===== src/rtl/core_pkg.sv =====
// Shared types and constants for the core sequencer: FSM state encoding and
// branch funct3 codes.
package core_pkg;

  localparam int unsigned XLEN   = 32;
  localparam int unsigned BT_W   = 3;
  localparam int unsigned WAIT_W = 8;

  typedef enum logic [2:0] {
    ST_RESET  = 3'd0,
    ST_FETCH  = 3'd1,
    ST_DECODE = 3'd2,
    ST_EXEC   = 3'd3,
    ST_MEM    = 3'd4,
    ST_WB     = 3'd5,
    ST_HALT   = 3'd6
  } seq_state_t;

  localparam logic [BT_W-1:0] BR_BEQ  = 3'b000;
  localparam logic [BT_W-1:0] BR_BNE  = 3'b001;
  localparam logic [BT_W-1:0] BR_BLT  = 3'b100;
  localparam logic [BT_W-1:0] BR_BGE  = 3'b101;
  localparam logic [BT_W-1:0] BR_BLTU = 3'b110;
  localparam logic [BT_W-1:0] BR_BGEU = 3'b111;

endpackage


===== src/rtl/branch_unit.sv =====
// Combinational branch/jump resolution: taken decision and 32-bit target
// address (jalr target has bit 0 cleared).
module branch_unit
  import core_pkg::*;
(
  input  logic [XLEN-1:0] i_pc,
  input  logic [XLEN-1:0] i_rs1_val,
  input  logic [XLEN-1:0] i_rs2_val,
  input  logic [XLEN-1:0] i_imm,
  input  logic            i_is_branch,
  input  logic            i_is_jump,
  input  logic            i_is_jalr,
  input  logic [BT_W-1:0] i_branch_type,
  output logic            o_taken_c,
  output logic [XLEN-1:0] o_target_c
);

  logic            w_cond;
  logic [XLEN-1:0] w_sum;

  // funct3 compare; the two reserved encodings never take
  always_comb begin
    w_cond = 1'b0;
    case (i_branch_type)
      BR_BEQ:  w_cond = (i_rs1_val == i_rs2_val);
      BR_BNE:  w_cond = (i_rs1_val != i_rs2_val);
      BR_BLT:  w_cond = ($signed(i_rs1_val) <  $signed(i_rs2_val));
      BR_BGE:  w_cond = ($signed(i_rs1_val) >= $signed(i_rs2_val));
      BR_BLTU: w_cond = (i_rs1_val <  i_rs2_val);
      BR_BGEU: w_cond = (i_rs1_val >= i_rs2_val);
      default: w_cond = 1'b0;
    endcase
  end

  assign o_taken_c  = i_is_jump | i_is_jalr | (i_is_branch & w_cond);
  assign w_sum      = i_is_jalr ? (i_rs1_val + i_imm) : (i_pc + i_imm);
  assign o_target_c = i_is_jalr ? {w_sum[XLEN-1:1], 1'b0} : w_sum;

endmodule


===== src/rtl/core_sequencer.sv =====
// Multi-cycle instruction sequencer FSM (FETCH/DECODE/EXEC/MEM/WB/HALT).
// Optional handshake timeout enabled by defining SEQ_TIMEOUT_EN.
module core_sequencer
  import core_pkg::*;
#(
  parameter logic [XLEN-1:0] RESET_PC       = 32'h0000_0000,
  parameter int unsigned     TIMEOUT_CYCLES = 255
) (
  input  logic            clk,
  input  logic            rst,
  input  logic [XLEN-1:0] pc,
  input  logic [XLEN-1:0] rs1_val,
  input  logic [XLEN-1:0] rs2_val,
  input  logic [XLEN-1:0] imm,
  input  logic            is_branch,
  input  logic            is_jump,
  input  logic            is_jalr,
  input  logic            mem_read,
  input  logic            mem_write,
  input  logic            reg_write,
  input  logic            halt_req,
  input  logic [BT_W-1:0] branch_type,
  input  logic            imem_ready,
  input  logic            dmem_ready,
  output logic            imem_req,
  output logic            dmem_req,
  output logic            ir_load,
  output logic            rf_we,
  output logic            pc_enable,
  output logic            pc_load,
  output logic [XLEN-1:0] load_addr,
  output logic            halted,
  output logic            misalign_err,
  output logic            bus_err
);

  // Elaboration-time parameter sanity
  if ((TIMEOUT_CYCLES == 0) || (TIMEOUT_CYCLES > 32'd255)) begin : g_bad_timeout
    $error("TIMEOUT_CYCLES must be in 1..255");
  end
  if (RESET_PC[1:0] != 2'b00) begin : g_bad_reset_pc
    $error("RESET_PC must be word aligned");
  end

  seq_state_t      r_state;
  seq_state_t      w_state_next;
  logic            r_taken;
  logic [XLEN-1:0] r_target;
  logic            r_misalign;
  logic            w_br_taken;
  logic [XLEN-1:0] w_br_target;
  logic            w_misaligned;
  logic            w_timeout;

  branch_unit u_branch (
    .i_pc          (pc),
    .i_rs1_val     (rs1_val),
    .i_rs2_val     (rs2_val),
    .i_imm         (imm),
    .i_is_branch   (is_branch),
    .i_is_jump     (is_jump),
    .i_is_jalr     (is_jalr),
    .i_branch_type (branch_type),
    .o_taken_c     (w_br_taken),
    .o_target_c    (w_br_target)
  );

  assign w_misaligned = w_br_taken & w_br_target[1];

  always_ff @(posedge clk or negedge rst) begin
    if (!rst) r_state <= ST_RESET;
    else      r_state <= w_state_next;
  end

  // Next-state logic; a ready always beats a same-cycle timeout
  always_comb begin
    w_state_next = r_state;
    case (r_state)
      ST_RESET:  w_state_next = ST_FETCH;
      ST_FETCH: begin
        if (imem_ready)     w_state_next = ST_DECODE;
        else if (w_timeout) w_state_next = ST_HALT;
      end
      ST_DECODE: w_state_next = halt_req ? ST_HALT : ST_EXEC;
      ST_EXEC: begin
        if (w_misaligned)              w_state_next = ST_HALT;
        else if (mem_read | mem_write) w_state_next = ST_MEM;
        else                           w_state_next = ST_WB;
      end
      ST_MEM: begin
        if (dmem_ready)     w_state_next = ST_WB;
        else if (w_timeout) w_state_next = ST_HALT;
      end
      ST_WB:     w_state_next = ST_FETCH;
      ST_HALT:   w_state_next = ST_HALT;
      default:   w_state_next = ST_RESET;
    endcase
  end

  always_comb begin
    imem_req  = 1'b0;
    dmem_req  = 1'b0;
    ir_load   = 1'b0;
    rf_we     = 1'b0;
    pc_enable = 1'b0;
    pc_load   = 1'b0;
    load_addr = '0;
    halted    = 1'b0;
    case (r_state)
      ST_FETCH: begin
        imem_req = 1'b1;
        ir_load  = imem_ready;
      end
      ST_MEM:   dmem_req = 1'b1;
      ST_WB: begin
        rf_we     = reg_write;
        pc_enable = 1'b1;
        pc_load   = r_taken;
        load_addr = r_taken ? r_target : '0;
      end
      ST_HALT:  halted = 1'b1;
      default: ;
    endcase
  end

  // Branch result captured in EXEC, consumed in WB
  always_ff @(posedge clk or negedge rst) begin
    if (!rst) begin
      r_taken    <= 1'b0;
      r_target   <= '0;
      r_misalign <= 1'b0;
    end else if (r_state == ST_EXEC) begin
      r_taken  <= w_br_taken;
      r_target <= w_br_target;
      if (w_misaligned) r_misalign <= 1'b1;
    end
  end

  assign misalign_err = r_misalign;

`ifdef SEQ_TIMEOUT_EN
  localparam int unsigned CNT_W = WAIT_W + 1;

  logic [WAIT_W-1:0] r_wait;
  logic              r_bus_err;
  logic              w_waiting;

  assign w_waiting = ((r_state == ST_FETCH) & ~imem_ready) |
                     ((r_state == ST_MEM)   & ~dmem_ready);
  assign w_timeout = w_waiting &
                     ((CNT_W'(r_wait) + CNT_W'(1)) >= CNT_W'(TIMEOUT_CYCLES));

  // Wait counter restarts on every state entry
  always_ff @(posedge clk or negedge rst) begin
    if (!rst) begin
      r_wait    <= '0;
      r_bus_err <= 1'b0;
    end else begin
      if (w_state_next != r_state) r_wait <= '0;
      else if (w_waiting)          r_wait <= r_wait + WAIT_W'(1);
      if (w_timeout) r_bus_err <= 1'b1;
    end
  end

  assign bus_err = r_bus_err;
`else
  assign w_timeout = 1'b0;
  assign bus_err   = 1'b0;
`endif

endmodule


===== config.mk =====
export PLATFORM = sky130hd
export DESIGN_NAME = core_sequencer
export DESIGN_NICKNAME = d
export VERILOG_FILES = /design/src/rtl/core_pkg.sv /design/src/rtl/branch_unit.sv /design/src/rtl/core_sequencer.sv
export SDC_FILE = /design/constraint.sdc
export NUM_CORES = 1
export LEC_CHECK = 0
export ABC_AREA = 0
export ABC_CLOCK_PERIOD_IN_PS = 3500
export BUFFER_PORTS_ARGS = -buffer_cell sky130_fd_sc_hd__clkbuf_2
export CORE_AREA = 2 2 135 137
export CTS_CLUSTER_DIAMETER = 60
export DETAILED_ROUTE_END_ITERATION = 8
export DIE_AREA = 0 0 137 139
export GPL_TIMING_DRIVEN = 0
export HOLD_SLACK_MARGIN = 0.1
export SLEW_MARGIN = 20
export SYNTH_ARGS = -nofsm -noshare
export SYNTH_HDL_FRONTEND = slang
export SYNTH_SLANG_ARGS = --single-unit

===== constraint.sdc =====
create_clock -name clk -period 3.5 [get_ports clk]
set_clock_uncertainty 0.15 [all_clocks]
set_input_delay 0.7 -clock clk [delete_from_list [all_inputs] [get_ports clk]]
set_output_delay 0.7 -clock clk [all_outputs]
set_load 0.01 [all_outputs]

==> impl_metrics.json, run 1 <==
{
  "status": "finished, final reports clean",
  "grt_first_pass_wirelength_um": 25200,
  "wire_per_inst_um": 15.4,
  "fin_setup_tns_ns": 0,
  "multi_input_area_sq_um": 3650,
  "fmax_ghz": 0.297,
  "die-area_sq_um": 19000,
  "fillers": 1937,
  "n_antenna_cell": 0,
  "rrSetupSlack_ns": 1.04,
  "reg2reg_to": "r_target[17]",
  "wl_um": 15800,
  "met2_usage_pct": 26.9,
  "syn-cell-area_sq_um": 4820,
  "register_area_sq_um": 926,
  "leakage_nw": 3.13,
  "track_usage_pct": 16.6,
  "dpl_cell_area_sq_um": 6020,
  "grt_max_degree": 38,
  "synthAdderAreaFrac_pct": 16.8,
  "period_share_pct": 96.1,
  "gr-total-overflow": 0,
  "ys_types": 60,
  "period_minus_slack_ns": 3.36,
  "h-tree-depth": 2,
  "crit_slowest_cell": "a2111oi_4",
  "muxShareOfSynthArea_pct": 7.84,
  "path_clk_slew_ns": 0.05,
  "crit_required_ns": 3.56,
  "die_h_um": 139,
  "use_met3_pct": 1.21,
  "fin_cells": 1023,
  "cp_slowest_stage_delay_ns": 0.52,
  "dp_cells": 1017,
  "worstSetupEndpoint": "r_target[28]",
  "nNetsFinal": 1001,
  "drv_cap": 0,
  "row_count": 49,
  "r2r_cells": 6,
  "slew_headroom_pct": 40.7,
  "finalSetupViolations": 0,
  "numCtsBuffers": 5,
  "yosysSeqAreaShare_pct": 19.2,
  "hold_violations": 0,
  "areaGrowthSynthToFinish_pct": 29.2,
  "antenna_found_initial": 0,
  "fin_total_pwr_mw": 2.56,
  "core_sq_um": 17700,
  "first_global_vias": 4908,
  "synth-edff-count": 0,
  "critPathArrivalTime_ns": 3.43,
  "use_met1_pct": 23.7,
  "io_buffer_count": 180,
  "synth_ff_type": "dfrtp_1",
  "cts_tree": "built",
  "antenna_left": 0,
  "ys_ff_latch": 37,
  "path_cells": "buf_6 -> buf_8 -> mux2_2 -> ha_1 -> buf_6 -> a21o_1 -> a21oi_2 -> o211ai_2 -> a2111oi_4 -> a211oi_2 -> or3_1 -> nand3_1",
  "cts.sinks": 37,
  "synth_compound_area_share_pct": 25.1,
  "critPathBufInv": 3,
  "synth_fp_nets": 814,
  "fin_util_pct": 35.3,
  "power_density_nw_per_um2": 410,
  "finalMaxSlewViolations": 0,
  "dr.pass1.iters": 6,
  "avgViaCountPerCell": 4.89,
  "worstSetupStartpoint": "is_jalr",
  "boundaryPins": 183,
  "path_class": "input port to register",
  "cp_num_cells": 12,
  "gp_congestion": 0.891,
  "cp_max_fo": 9,
  "dieWidth_um": 137,
  "hp-class": "register to register",
  "cts-root-buf": "clkbuf_16",
  "rsz0062_at_grt": "false",
  "critPathLaunchType": "input port",
  "hpwlAfterDp_um": 13700,
  "post-route-drc-count": 0,
  "synth-xor-area-share_pct": 2.00,
  "syn_inst": 608,
  "final_cell_area_sq_um": 6230,
  "crit_family": "compound AO/OA/AOI/OAI gates",
  "start_util_pct": 27.3,
  "drtIter0Drc": 261,
  "cts.path.max_buffers": 2,
  "r2r_start": "r_state[0]",
  "synth_area_per_cell_sq_um": 7.92,
  "crit_top_cell": "buf_6",
  "endpoint_kind": "register",
  "dr_total_vias": 5003,
  "clock_latency_ns": 0.27,
  "worst_pin_slew_ns": 0.890,
  "synth_async_sr_flop_share_pct": 100,
  "ir_drop_v": 0.000200,
  "busiest_layer": "met2",
  "yosysWarnings": 0,
  "synth_top_family_by_area": "compound AO/OA/AOI/OAI gates",
  "synthSimpleGateAreaFrac_pct": 22.8,
  "drive_gt1_share_pct": 31.4
}
[registers in the layout, indices dropped and copies added, names as in the netlist]
name,count
misalign_err,1
r_state,3
r_taken,1
r_target,32
[repair_timing]
action | CTS | global route
setup endpoints to repair | 10 | 18
pin swaps | 1 | 5
hold buffers | 0 | 0
resized for setup | 6 | 14
setup buffers | 0 | 3
[metal layers]
| layer | routed length (um) | share of wire [%] |
|---|---|---|
| met1 | 7670 | 49 |
| met2 | 7230 | 46 |
| met3 | 602 | 3.8 |
| met4 | 278 | 1.8 |
| met5 | 0 | 0 |
[cells in the mapped netlist (7+ instances only)]
master	instances	share of area, %
a211oi_1	12	1.9
a21o_1	21	3.3
a21oi_1	45	4.7
a31oi_1	7	0.91
and2_1	37	4.8
and3_1	9	1.2
clkbuf_1	21	1.6
dfrtp_1	37	19
ha_1	63	16
inv_1	52	4.1
mux2_2	30	7.0
nand2_1	55	4.3
nand3_1	16	1.7
nand4_1	12	1.6
nor2_1	23	1.8
nor3_1	17	1.8
nor3b_1	7	1.1
o211ai_1	8	1.2
o21a_1	8	1.2
o21ai_0	34	3.5
o31ai_1	10	1.6
[metrics by stage]
stage / worst slack (ns) / hold slack [ns]
floorplan: 0.0983 / 0.254
global placement: -0.405 / 0.304
detailed placement: -0.408 / 0.313
CTS: -0.0336 / 0.324
global route: 0.00532 / 0.344
finish: 0.135 / 0.316
[placed cells by master, fill, tap and decap left out, types with 8 or more instances in the layout]
cell and instances:
and3_1 9, a21oi_1 42, inv_1 52, o31ai_1 10, nand4_1 12, and2_1 37, o21ai_0 33, o211ai_1 8
nor3_1 17, nor2_1 23, mux2_2 30, clkbuf_2 180, nand3_1 16, a211oi_1 9, ha_1 63, nand2_1 55
clkbuf_1 14, a21o_1 21, dfrtp_1 37, o21a_1 8
[kinds of logic (layout without fill, tap and decap cells)]
group,after synthesis,after routing
other,1,1
muxes,34,34
DFF,37,37
AOI/OAI and AO/OA,177,177
adders and majority gates,64,64
buffers and inverters,76,262
and+or+nand+nor,208,208
xor gates and xnor gates,11,11
[layout make-up]
cell class	instances	area share, %
multi-input combinational	495	58.6
clock buffer	5	2.01
tap	229	4.60
sequential	37	14.9
timing repair buffer	183	14.8
buffer	21	1.87
inverter	52	3.13
clock inverter	1	0.0804
[tightest hold or removal path, cell delays in order (launching register included)]
cell,delay [ns]
dfrtp_1,0.33
nand2_1,0.04
o21ai_0,0.06
[report_power, final]
| group | switching, mW | internal, mW |
|---|---|---|
| sequential | 0.109 | 0.642 |
| combinational | 0.815 | 0.581 |
| clock | 0.154 | 0.254 |
| total | 1.08 | 1.48 |
[worst min-delay path by stage]
stage	from	to	slack, ns	depth (start not counted)
2_1_floorplan	rst	misalign_err	0.25	0
3_3_place_gp	r_target[14]	r_target[14]	0.30	2
3_5_place_dp	r_target[0]	r_target[0]	0.31	2
4_1_cts	r_target[0]	r_target[0]	0.32	2
5_1_grt	r_target[22]	r_target[22]	0.34	2
6_report	r_target[0]	r_target[0]	0.32	2
(Power assumes the default switching activity.)
==> run 2, diff against run 1 <==
--- a/config.mk
+++ b/config.mk
@@ -8,10 +8,10 @@
 export ABC_AREA = 0
 export ABC_CLOCK_PERIOD_IN_PS = 3500
 export BUFFER_PORTS_ARGS = -buffer_cell sky130_fd_sc_hd__clkbuf_2
-export CORE_AREA = 2 2 135 137
+export CORE_AREA = 2 2 130 132
 export CTS_CLUSTER_DIAMETER = 60
 export DETAILED_ROUTE_END_ITERATION = 8
-export DIE_AREA = 0 0 137 139
+export DIE_AREA = 0 0 132 134
 export GPL_TIMING_DRIVEN = 0
 export HOLD_SLACK_MARGIN = 0.1
 export SLEW_MARGIN = 20
==> run 2 against run 1 <==
  * Utilization increased by 3.0 points
  * Sequential share of layout area unchanged
  * Critical path depth increased by 1
  * Combinational power about the same
  * Critical path type unchanged
  * Worst hold slack got worse by 0.0042 ns
==> impl_metrics.json, run 2 (synthesis gave the netlist of run 1 again) <==
{
  "status": "finished, final reports clean",
  "ir_drop_v": 0.000171,
  "n_antenna_cell": 0,
  "dpl_cell_area_sq_um": 6010,
  "numCtsBuffers": 5,
  "hold_violations": 0,
  "wire_per_inst_um": 15.3,
  "grt_first_pass_wirelength_um": 24700,
  "path_clk_slew_ns": 0.05,
  "antenna_left": 0,
  "avgViaCountPerCell": 4.89,
  "drtIter0Drc": 164,
  "endpoint_kind": "register",
  "reg_top3": "r_target x32, r_state x3",
  "wl_um": 15500,
  "regMostFlops": "r_target",
  "leakage_nw": 3.13,
  "r2r_start": "r_state[0]",
  "cts.sinks": 37,
  "path_class": "input port to register",
  "hpwlAfterDp_um": 13400,
  "nNetsFinal": 998,
  "areaGrowthSynthToFinish_pct": 29.2,
  "cts.path.max_buffers": 2,
  "worst_pin_slew_ns": 0.902,
  "critPathArrivalTime_ns": 3.45,
  "h-tree-depth": 2,
  "period_minus_slack_ns": 3.38,
  "cp_slowest_stage_delay_ns": 0.39,
  "dieWidth_um": 132,
  "core_sq_um": 16300,
  "io_buffer_count": 180,
  "row_count": 47,
  "dr.pass1.iters": 4,
  "drv_cap": 0,
  "cts_tree": "built",
  "boundaryPins": 183,
  "antenna_found_initial": 0,
  "r2r_cells": 6,
  "reg2reg_to": "r_target[17]",
  "clock_latency_ns": 0.27,
  "post-route-drc-count": 0,
  "first_global_vias": 4826,
  "track_usage_pct": 17.2,
  "worstSetupStartpoint": "is_jalr",
  "hold_buffers": 0,
  "largest_reg_flops": 32,
  "cts-root-buf": "clkbuf_16",
  "gp_congestion": 0.854,
  "crit_slowest_cell": "or3_1",
  "layout_commonest_cell": "clkbuf_2",
  "crit_top_cell": "buf_4",
  "die-area_sq_um": 17700,
  "die_h_um": 134,
  "crit_required_ns": 3.56,
  "power_density_nw_per_um2": 418,
  "path_cells": "buf_4 -> buf_8 -> mux2_2 -> ha_1 -> buf_6 -> a21o_1 -> a21oi_2 -> o211ai_2 -> a2111oi_4 -> buf_4 -> a211oi_2 -> or3_1 -> nand3_1",
  "cp_max_fo": 10,
  "slew_headroom_pct": 39.9,
  "fmax_ghz": 0.296,
  "layout_common_cells": "clkbuf_2, ha_1, nand2_1",
  "gr-total-overflow": 0,
  "grt_max_degree": 38,
  "finalMaxSlewViolations": 0,
  "period_share_pct": 96.7,
  "fin_total_pwr_mw": 2.60,
  "finalSetupViolations": 0,
  "rrSetupSlack_ns": 1.03,
  "critPathLaunchType": "input port",
  "worstSetupEndpoint": "r_target[28]",
  "final_cell_area_sq_um": 6230,
  "hp-class": "register to register",
  "drive_gt1_share_pct": 31.5,
  "dr_total_vias": 4958,
  "start_util_pct": 29.6
}
run 2: changes by cell type in the layout (fill, tap and decap cells not counted):
cell | before | now
clkbuf_4 | 2 | 0
ha_1 | 63 | 62
clkbuf_1 | 14 | 13
ha_2 | 0 | 1
clkbuf_8 | 0 | 2
run 2: per-layer routing:
layer / wire, um / vias to the layer above / GRT usage (%)
met4: 287 / 0 / 4.89
li1: - / 2592 / -
met2: 7020 / 141 / 28.3
met1: 7360 / 2207 / 23.8
met3: 804 / 18 / 1.85
met5: 0 / - / 0
run 2: timing repair:
action,in CTS,in global routing
pin swaps,1,5
endpoints found under the setup margin,10,15
buffers inserted,0,1
hold endpoints to repair,0,0
resized for setup,8,15
run 2: where the power goes:
group / leakage (nW) / switching [mW] / internal (mW)
logic: 2.60 / 0.807 / 0.580
registers: 0.448 / 0.113 / 0.642
clock network: 0.0799 / 0.159 / 0.301
total: 3.13 / 1.08 / 1.52
run 2: layout make-up:
class,count,area [sq um]
Buffer,20,113
Clock buffer,7,153
Clock inverter,1,5.00
Fill cell,1754,10100
Inverter,52,195
Multi-Input combinational cell,495,3650
Sequential cell,37,926
Tap cell,220,275
Timing Repair Buffer,181,908
run 2: how the worst min path moves through the flow:
| stage | startpoint | to | slack [ns] | depth (start not counted) |
|---|---|---|---|---|
| after global routing | r_target[22] | r_target[22] | 0.34 | 2 |
| after global placement | r_target[22] | r_target[22] | 0.30 | 2 |
| after CTS | r_target[22] | r_target[22] | 0.32 | 2 |
| final | r_target[22] | r_target[22] | 0.31 | 2 |
| after floorplan | rst | misalign_err | 0.25 | 0 |
| after detailed placement | r_target[22] | r_target[22] | 0.31 | 2 |
run 2: through the flow:
step                cells  setup TNS, ns  hold slack [ns]  setup WS (ns)  utilization [%]
detailed placement   1008          -5.48            0.306         -0.424             36.9
global route         1013       -0.00213            0.342       -0.00213             38.2
finish               1013              0            0.312          0.116             38.2
floorplan             608              0            0.254         0.0983                -
CTS                  1014              0            0.319         0.0314             38.0
global placement     1008          -5.33            0.303         -0.409             36.9
run 2: critical path: cells and delay by family:
| family | cells | cell delay [ns] |
|---|---|---|
| adders and majority gates | 1 | 0.31 |
| and+or+nand+nor | 2 | 0.48 |
| muxes | 1 | 0.34 |
| buffers and inverters | 4 | 0.67 |
| AOI/OAI and AO/OA | 5 | 0.93 |
==> run 3, diff against run 2 <==
==> constraint.sdc (replaced) <==
create_clock -name clk -period 3.5 [get_ports clk]
set_clock_uncertainty 0.15 [all_clocks]
set_input_delay 0.35 -clock clk [delete_from_list [all_inputs] [get_ports clk]]
set_output_delay 0.35 -clock clk [all_outputs]
set_load 0.01 [all_outputs]
==> run 3 against run 2 <==
  * Clock-buffer cell count did not move
  * Clock power barely moved
  * Critical path depth fell by 2
  * Register-to-register slack improved by 0.08 ns
  * Die area did not move
  * Cell area fell by 0.86%
  * Total power fell by 0.76%
  * Highest routed layer unchanged
==> impl_metrics.json, run 3 (synthesis gave the netlist of run 1 again) <==
{
  "start_util_pct": 29.6,
  "dr_total_vias": 4952,
  "antenna_left": 0,
  "leakage_nw": 3.13,
  "path_class": "input port to register",
  "die-area_sq_um": 17700,
  "hp-class": "input port to register",
  "crit_required_ns": 3.57,
  "fillers": 1725,
  "dp_cells": 1008,
  "post-route-drc-count": 0,
  "wire_per_inst_um": 15.0,
  "finalMaxSlewViolations": 0,
  "drive_gt1_share_pct": 29.7,
  "ir_drop_v": 0.000177,
  "cts_tree": "built",
  "register_area_sq_um": 926,
  "period_share_pct": 93.4,
  "die_h_um": 134,
  "status": "finished, final reports clean",
  "cts-root-buf": "clkbuf_16",
  "rsz0062_at_grt": "false",
  "nNetsFinal": 1002,
  "gr-total-overflow": 0,
  "boundaryPins": 183,
  "fmax_ghz": 0.306,
  "numCtsBuffers": 5,
  "gp_congestion": 0.857,
  "layout_common_cells": "clkbuf_2, ha_1, nand2_1",
  "hpwlAfterDp_um": 13300,
  "row_count": 47,
  "drv_cap": 0,
  "critPathLaunchType": "input port",
  "critPathArrivalTime_ns": 3.33,
  "wl_um": 15200,
  "track_usage_pct": 17.0,
  "clock_latency_ns": 0.28,
  "cts.sinks": 37,
  "drtIter0Drc": 206,
  "largest_reg_flops": 32,
  "antenna_found_initial": 0,
  "grt_max_degree": 38,
  "areaGrowthSynthToFinish_pct": 28.1,
  "fin_cells": 1017,
  "period_minus_slack_ns": 3.27,
  "cp_max_fo": 10,
  "layout_commonest_cell": "clkbuf_2",
  "avgViaCountPerCell": 4.87,
  "n_antenna_cell": 0,
  "hold_ws_ns": 0.244,
  "power_density_nw_per_um2": 418,
  "slew_headroom_pct": 41.5,
  "endpoint_kind": "register",
  "first_global_vias": 4856,
  "path_clk_slew_ns": 0.05,
  "regMostFlops": "r_target",
  "hold_violations": 0,
  "dr.pass1.iters": 5,
  "cts.path.max_buffers": 2,
  "finalSetupViolations": 0,
  "worst_pin_slew_ns": 0.878,
  "reg_top3": "r_target x32, r_state x3",
  "io_buffer_count": 180,
  "grt_first_pass_wirelength_um": 24400,
  "dieWidth_um": 132,
  "core_sq_um": 16300,
  "multi_input_area_sq_um": 3600,
  "h-tree-depth": 2
}
==> run 3: timing repair <==
item	4_1_cts	5_1_grt
buffers inserted	0	0
pin swaps	0	0
hold endpoints to repair	37	0
hold buffers	1	0
setup endpoints to repair	11	16
resized for setup	3	3
==> run 3: layer usage <==
layer / share of wire (%) / track usage (%) / wire length, um / vias to the layer above
li1: - / - / - / 2598
met1: 48 / 23.4 / 7340 / 2210
met2: 45 / 27.8 / 6900 / 128
met3: 4.7 / 2.04 / 722 / 16
met4: 1.6 / 5.19 / 249 / 0
met5: 0 / 0 / 0 / -
==> run 3: layout make-up <==
type	instances	share of cell area, %
Clock buffer	7	2.47
Sequential cell	37	15.0
Timing Repair Buffer	181	14.8
Multi-Input combinational cell	495	58.4
Clock inverter	1	0.0811
Tap cell	220	4.46
Inverter	52	3.16
Buffer	24	1.72
==> run 3: worst paths after layout <==
check	from	endpoint	slack (ns)	cells after the start
min in group asynchronous	rst	r_target[7]	0.57	2
worst max-delay path	is_jalr	r_target[28]	0.23	11
worst min register to register	r_target[22]	r_target[22]	0.32	2
worst min-delay path	halt_req	r_state[0]	0.24	3
worst max register to register	r_state[0]	r_target[17]	1.11	6
max in group asynchronous	rst	r_target[27]	2.07	2
==> run 3: critical path: stages <==
cell and delay, ns:
clkbuf_2 0.19, clkbuf_2 0.31, mux2_2 0.39, ha_1 0.35
a21oi_1 0.18, o21ai_0 0.14, or3_1 0.37, o21ai_1 0.39
a211oi_1 0.18, or3_1 0.40, nand3_1 0.08
==> run 3: power by group <==
part | switching, mW | internal [mW] | leakage, nW
clock | 0.162 | 0.301 | 0.0799
combinational | 0.791 | 0.570 | 2.60
sequential | 0.116 | 0.642 | 0.448
total | 1.07 | 1.51 | 3.13
==> run 3: through the flow <==
stage          total power, mW  setup WS [ns]  utilization [%]  setup TNS, ns  instance area, sq um
6_report                  2.58          0.233             37.9              0                  6170
5_1_grt                   2.82         0.0180             37.9              0                  6170
4_1_cts                   2.61        0.00160             37.9              0                  6170
3_5_place_dp              2.14         -0.440             36.8          -5.70                  5990
3_3_place_gp              2.13         -0.435             36.8          -5.78                  5990
2_1_floorplan             1.65          0.164                -              0                  4820
